`src/rtl/pkt_ddr_pkg.sv`:
```
// Shared constants, FSM state encoding and byte-lane mapping for the DDR packet-buffer
// transmit and receive paths.
package pkt_ddr_pkg;

  localparam int unsigned LEN_W          = 11;
  localparam int unsigned RAM_ADDR_W     = 25;
  localparam int unsigned WORD_W         = 256;
  localparam int unsigned BYTES_PER_WORD = 32;
  localparam int unsigned IDX_W          = 5;

  typedef enum logic [2:0] {
    IDLE    = 3'd0,
    RECV    = 3'd1,
    WR_DATA = 3'd2,
    WR_LEN  = 3'd3,
    SKIP    = 3'd4
  } state_t;

  // MSB of packet byte j inside a 256-bit word: 32-bit lanes, first byte of a lane on top.
  function automatic int unsigned byte_msb(input int unsigned j);
    int unsigned k;
    k = j % BYTES_PER_WORD;
    return (k / 4) * 32 + 31 - 8 * (k % 4);
  endfunction

endpackage

```
`src/rtl/rx_word_packer.sv`:
```
// Byte-in / 256-bit-out word assembler. A clear together with a store makes the
// stored byte the first byte of a fresh word.
module rx_word_packer
  import pkt_ddr_pkg::*;
(
  input  logic              clk_original,
  input  logic              rst,
  input  logic              clear,
  input  logic              store,
  input  logic [7:0]        data,
  output logic [WORD_W-1:0] word_nxt_c,
  output logic              full_c
);

  logic [WORD_W-1:0] word;
  logic [IDX_W-1:0]  idx;
  logic [IDX_W-1:0]  idx_nxt;
  logic [WORD_W-1:0] base_word;
  logic [IDX_W-1:0]  base_idx;

  always_comb begin
    base_word  = clear ? '0 : word;
    base_idx   = clear ? '0 : idx;
    word_nxt_c = base_word;
    idx_nxt    = base_idx;
    full_c     = 1'b0;
    if (store) begin
      word_nxt_c[8'(byte_msb(32'(base_idx))) -: 8] = data;
      idx_nxt = base_idx + IDX_W'(1);
      full_c  = (base_idx == IDX_W'(BYTES_PER_WORD - 1));
    end
  end

  always_ff @(posedge clk_original or posedge rst) begin
    if (rst) begin
      word <= '0;
      idx  <= '0;
    end else begin
      word <= word_nxt_c;
      idx  <= idx_nxt;
    end
  end

endmodule

```
`src/rtl/recv_packet_ddr.sv`:
```
// Receives TSE ff_rx frames and stores them in DDR as a packet buffer: data words at
// base+1 onward, then the length word at base once all data is written.
module recv_packet_ddr
  import pkt_ddr_pkg::*;
#(
  parameter int unsigned MAX_BYTES = 256
) (
  input  logic                  clk_original,
  input  logic                  rst,
  input  logic                  enable,
  input  logic [RAM_ADDR_W-1:0] start_ram_addr,
  input  logic [7:0]            ff_rx_data,
  input  logic                  ff_rx_sop,
  input  logic                  ff_rx_eop,
  input  logic                  ff_rx_err,
  input  logic                  ff_rx_dval,
  output logic                  ff_rx_rdy,
  output logic [RAM_ADDR_W-1:0] ram_wr_addr,
  output logic [WORD_W-1:0]     ram_wr_data,
  output logic                  ram_wr_req,
  input  logic                  ram_wr_ack,
  output logic                  pkt_done,
  output logic                  pkt_drop,
  output logic [LEN_W-1:0]      pkt_len,
  output logic                  busy
);

  localparam int unsigned CNT_W = LEN_W + 1;

  state_t                state, state_nxt;
  logic [RAM_ADDR_W-1:0] base_addr, base_nxt;
  logic [RAM_ADDR_W-1:0] word_idx, word_idx_nxt;
  logic [RAM_ADDR_W-1:0] addr_nxt;
  logic [LEN_W-1:0]      byte_cnt, byte_cnt_nxt;
  logic [LEN_W-1:0]      len, len_nxt;
  logic [LEN_W-1:0]      pkt_len_nxt;
  logic                  eop_seen, eop_seen_nxt;
  logic                  wr_zero, wr_zero_nxt;
  logic                  req_nxt, done_nxt, drop_nxt;
  logic [WORD_W-1:0]     data_nxt;
  logic [CNT_W-1:0]      cnt_inc;
  logic                  beat, xfer, start, over;
  logic                  pk_clear, pk_store, pk_full;
  logic [WORD_W-1:0]     pk_word_nxt;

  assign ff_rx_rdy = ~rst & ((state == IDLE) | (state == RECV) | (state == SKIP));
  assign busy      = (state != IDLE);
  assign beat      = ff_rx_dval & ff_rx_rdy;
  assign xfer      = ram_wr_req & ram_wr_ack;
  assign cnt_inc   = {1'b0, byte_cnt} + CNT_W'(1);

  // Packer control depends only on state and inputs, keeping it out of the FSM loop.
  always_comb begin
    start    = beat & ff_rx_sop & (((state == IDLE) & enable) | (state == RECV));
    over     = beat & ~ff_rx_sop & (state == RECV) & (cnt_inc > CNT_W'(MAX_BYTES));
    pk_store = start | (beat & ~ff_rx_sop & (state == RECV) & ~over);
    pk_clear = start | ((state == WR_DATA) & xfer);
  end

  rx_word_packer u_packer (
    .clk_original (clk_original),
    .rst          (rst),
    .clear        (pk_clear),
    .store        (pk_store),
    .data         (ff_rx_data),
    .word_nxt_c   (pk_word_nxt),
    .full_c       (pk_full)
  );

  always_comb begin
    state_nxt    = state;
    base_nxt     = base_addr;
    word_idx_nxt = word_idx;
    byte_cnt_nxt = byte_cnt;
    len_nxt      = len;
    eop_seen_nxt = eop_seen;
    wr_zero_nxt  = wr_zero;
    req_nxt      = ram_wr_req;
    addr_nxt     = ram_wr_addr;
    data_nxt     = ram_wr_data;
    done_nxt     = 1'b0;
    drop_nxt     = 1'b0;
    pkt_len_nxt  = pkt_len;

    case (state)
      IDLE: begin
        if (beat & ff_rx_sop & ~enable & ~ff_rx_eop) begin
          state_nxt   = SKIP;
          wr_zero_nxt = 1'b0;
        end
      end
      RECV: begin
        if (over) begin
          if (ff_rx_eop) begin
            state_nxt = WR_LEN;
            len_nxt   = '0;
            req_nxt   = 1'b1;
            addr_nxt  = base_addr;
            data_nxt  = '0;
          end else begin
            state_nxt   = SKIP;
            wr_zero_nxt = 1'b1;
          end
        end
      end
      WR_DATA: begin
        if (xfer) begin
          word_idx_nxt = word_idx + RAM_ADDR_W'(1);
          if (eop_seen) begin
            state_nxt = WR_LEN;
            len_nxt   = byte_cnt;
            addr_nxt  = base_addr;
            data_nxt  = WORD_W'(byte_cnt);
          end else begin
            state_nxt = RECV;
            req_nxt   = 1'b0;
          end
        end
      end
      WR_LEN: begin
        if (xfer) begin
          state_nxt = IDLE;
          req_nxt   = 1'b0;
          if (len != '0) begin
            done_nxt    = 1'b1;
            pkt_len_nxt = len;
          end else begin
            drop_nxt = 1'b1;
          end
        end
      end
      SKIP: begin
        if (beat & ff_rx_eop) begin
          if (wr_zero) begin
            state_nxt = WR_LEN;
            len_nxt   = '0;
            req_nxt   = 1'b1;
            addr_nxt  = base_addr;
            data_nxt  = '0;
          end else begin
            state_nxt = IDLE;
          end
        end
      end
      default: state_nxt = IDLE;
    endcase

    if (start) begin
      if (state == IDLE) base_nxt = start_ram_addr;
      word_idx_nxt = '0;
      byte_cnt_nxt = LEN_W'(1);
    end else if (pk_store) begin
      byte_cnt_nxt = cnt_inc[LEN_W-1:0];
    end

    // Any stored byte decides between errored drop, word write, or collecting more.
    if (pk_store) begin
      if (ff_rx_eop & ff_rx_err) begin
        state_nxt = WR_LEN;
        len_nxt   = '0;
        req_nxt   = 1'b1;
        addr_nxt  = base_nxt;
        data_nxt  = '0;
      end else if (pk_full | ff_rx_eop) begin
        state_nxt    = WR_DATA;
        eop_seen_nxt = ff_rx_eop;
        req_nxt      = 1'b1;
        addr_nxt     = base_nxt + RAM_ADDR_W'(1) + word_idx_nxt;
        data_nxt     = pk_word_nxt;
      end else begin
        state_nxt = RECV;
      end
    end
  end

  always_ff @(posedge clk_original or posedge rst) begin
    if (rst) begin
      state       <= IDLE;
      base_addr   <= '0;
      word_idx    <= '0;
      byte_cnt    <= '0;
      len         <= '0;
      eop_seen    <= 1'b0;
      wr_zero     <= 1'b0;
      ram_wr_req  <= 1'b0;
      ram_wr_addr <= '0;
      ram_wr_data <= '0;
      pkt_done    <= 1'b0;
      pkt_drop    <= 1'b0;
      pkt_len     <= '0;
    end else begin
      state       <= state_nxt;
      base_addr   <= base_nxt;
      word_idx    <= word_idx_nxt;
      byte_cnt    <= byte_cnt_nxt;
      len         <= len_nxt;
      eop_seen    <= eop_seen_nxt;
      wr_zero     <= wr_zero_nxt;
      ram_wr_req  <= req_nxt;
      ram_wr_addr <= addr_nxt;
      ram_wr_data <= data_nxt;
      pkt_done    <= done_nxt;
      pkt_drop    <= drop_nxt;
      pkt_len     <= pkt_len_nxt;
    end
  end

endmodule
```
`config.mk`:
```
export PLATFORM = sky130hd
export DESIGN_NAME = recv_packet_ddr
export DESIGN_NICKNAME = d
export VERILOG_FILES = /design/src/rtl/pkt_ddr_pkg.sv /design/src/rtl/rx_word_packer.sv /design/src/rtl/recv_packet_ddr.sv
export SDC_FILE = /design/constraint.sdc
export NUM_CORES = 2
export LEC_CHECK = 0
export BUFFER_PORTS_ARGS = -buffer_cell sky130_fd_sc_hd__buf_2
export CORE_MARGIN = 2
export CORE_UTILIZATION = 50
export CTS_CLUSTER_DIAMETER = 200
export DETAILED_ROUTE_END_ITERATION = 6
export MAX_ROUTING_LAYER = met4
export PLACE_DENSITY = 0.72
export SYNTH_ARGS = -nofsm -noshare
export SYNTH_HDL_FRONTEND = slang
export SYNTH_SLANG_ARGS = --single-unit
```
`constraint.sdc`:
```
create_clock -name clk_original -period 29.6 [get_ports clk_original]
set_input_delay 5.92 -clock clk_original [delete_from_list [all_inputs] [get_ports clk_original]]
set_output_delay 5.92 -clock clk_original [all_outputs]
set_load 0.005 [all_outputs]
```
==> out/metrics.yaml <==
outcome: "complete, but fails checks"
violations: "max-slew violations"
synth.distinct_cells: 78
dp_hpwl_um: 48440
grt_max_degree: 252
ys_seq_elements: 633
grtUsageMet2_pct: 41.35
hold_viol: 0
cts_resized: 0
start_util_pct: 50.67
fp.dieH_um: 232.5
place_congestion: 0.8723
cp_slowest_stage_delay_ns: 0.14
die_area_mm2: 0.05404
fin_setup_tns_ns: 0
drive_gt1_share_pct: 19.71
drv_slew: 22
cp.required_ns: 23.68
path_common_cell: "buf_2"
p_leak_nw: 15.02
min_period_over_period_pct: 41.23
hp-class: "reg2reg"
syn-instance-count: 2297
rows: 83
vias_per_cell: 6.163
synth-main-ff-cell: "dfrtp_1"
syn_avg_cell_area_um2: 11.36
grtUsageMet3_pct: 5.711
wl_per_cell_um: 22.75
yosysWarnings: 0
drtPass1Iterations: 5
cts_tree: "built"
core_mm2: 0.05151
critPathKind: "in2out"
antenna_cells: 0
io_pins: 338
grt.total_usage_pct: 28.39
crit_slowest_cell: "buf_2"
clk_pin_slew_ns: 0.06
hold_buffers: 0
ir_worst_vdd_mv: 0.03716
setup_violations: 0
maxCapViolations: 0
fmax_mhz: 81.94
antenna_left: 0
synthArstFlopShare_pct: 100.0
p_total_mw: 2.111
clock-skew-final_ns: 0.02211
nFillCells: 4286
synth_enable_flop_cells: 0
crit_path_cell_trace: "buf_2, nor2_1, buf_2"
htreeDepth: 3
clock_path_buffers: 3
slew_headroom_pct: -0.5721
drtIter0Drc: 1936
ys_seq_area_share_pct: 60.70
fin_crit_ns: 12.20
vias: 20170
regArea_mm2: 0.01584
cts_buffers: 67
portBuffers: 337
worst_setup_path_end_kind: "output pin"
syn2layout_area_growth_pct: 15.65
clock_sinks: 633
grt_antenna_before_repair: 0
globalRouteOverflowTotal: 0
grt_most_used_layer: "met2"
gr-usage-met1_pct: 39.08
tightest_slew_ns: 1.509
power.density_mw_per_mm2: 69.96
die_w_um: 232.5
worst_ep_arrival_time_ns: 6.28
wirelength_um: 74470
start_kind: "input port"
drc: 0
clk_latency_ns: 0.60
cts.root.buffer_cell: "clkbuf_16"
grt_pass1_vias: 19800
synth_nets: 2372
cp_max_fo: 3
cts_setup_buffers: 0
final_common_cell: "dfrtp_1"
multiInputGateArea_mm2: 0.009528
grt_setup_unrepaired: "false"
final_cell_mix: "dfrtp_1 (633), buf_2 (337), a22o_1 (241)"
netlist_area_mm2: 0.02610
nets: 2634
grt_pass1_wl_um: 115300
## final cells by class
type                       count  share of cell area (%)
clock inverter                13                  0.4477
clock buffer                  90                   6.247
sequential                   633                   52.48
tap                          680                   2.819
inverter                      16                  0.2239
multi-input combinational   1484                   31.57
timing repair buffer         357                   6.210
## metal layers
metal  share of wire [%]  wire length, µm
met2                  45            33690
met5                   0                0
met4                 4.0             2979
met1                  44            32450
met3                 7.2             5351
## Yosys cell counts, drive strengths merged, types with 3 or more instances
cell type,n,share of area [%]
nor4,8,0.32
nor2b,16,0.41
a21o,16,0.46
and4,5,0.17
dfrtp,633,61
clkbuf,78,1.1
o21bai,7,0.20
a31oi,19,0.51
a32o,8,0.31
nor2,100,1.5
a22o,241,8.1
xnor2,22,0.74
and2,23,0.55
a221o,27,1.0
nand3,221,4.3
o21ai,244,4.7
a31o,9,0.30
a21oi,39,0.79
and3,10,0.24
nand2,196,2.8
a211oi,4,0.16
mux2,26,1.1
or3,11,0.26
buf,86,1.6
o31a,3,0.10
nand2b,7,0.17
o221ai,4,0.13
nand4,25,0.60
mux2i,15,0.58
o2bb2ai,9,0.30
xor2,24,0.81
ha,33,1.6
o31ai,10,0.29
inv,16,0.23
o21a,5,0.14
a22oi,30,0.86
or2,5,0.12
nand4b,3,0.10
nor3,24,0.48
o211ai,8,0.23
a221oi,3,0.10
## sequential cells by signal, summed over array words and instances (netlist names), 3 cells and up
name and flops:
word_idx 25, byte_cnt 11, u_packer.idx 5, pkt_len 11, ram_wr_addr 25, state 3
ram_wr_data 256, base_addr 25, u_packer.word 256, len 11
## path summary, 6_finish.rpt
kind	start	endpoint	slack [ns]	cells past startpoint
worst min-delay path	pkt_len[10]	pkt_len[10]	0.48	2
worst max register to register	state[0]	ram_wr_addr[21]	24.29	13
worst min register to register	pkt_len[10]	pkt_len[10]	0.48	2
min in group asynchronous	rst	ram_wr_data[4]	5.48	2
worst max-delay path	rst	ff_rx_rdy	17.40	3
max in group asynchronous	rst	ram_wr_data[246]	20.86	5
## metrics by stage
step	hold WS [ns]	setup slack [ns]	instances	util [%]	area [µm²]
after floorplan	0.4512	5.949	2297	-	26100
after global placement	0.4567	17.36	3170	54.67	28160
after detailed placement	0.4612	17.39	3170	54.67	28160
after CTS	0.4756	17.39	3273	58.59	30180
after global routing	0.5043	17.36	3273	58.59	30180
final	0.4754	17.40	3273	58.59	30180
## power breakdown
part	switching, mW	internal [mW]
sequential	0.0468	0.920
combinational	0.233	0.114
clock	0.336	0.461
## worst max-delay path: cells and delay by family
kind,cells,cell delay [ns]
simple gates,1,0.10
buf+inv,2,0.26
## cells by family after synthesis
kind of cell,after synthesis,synth area share (%)
buffers and inverters,180,2.929
AO/OA/AOI/OAI,700,19.16
multiplexers,41,1.697
AND/OR/NAND/NOR,663,12.31
flip-flops,633,60.70
adder cells (fa/ha/maj),34,1.659
XOR/XNOR,46,1.544
(Power assumes the default switching activity.)
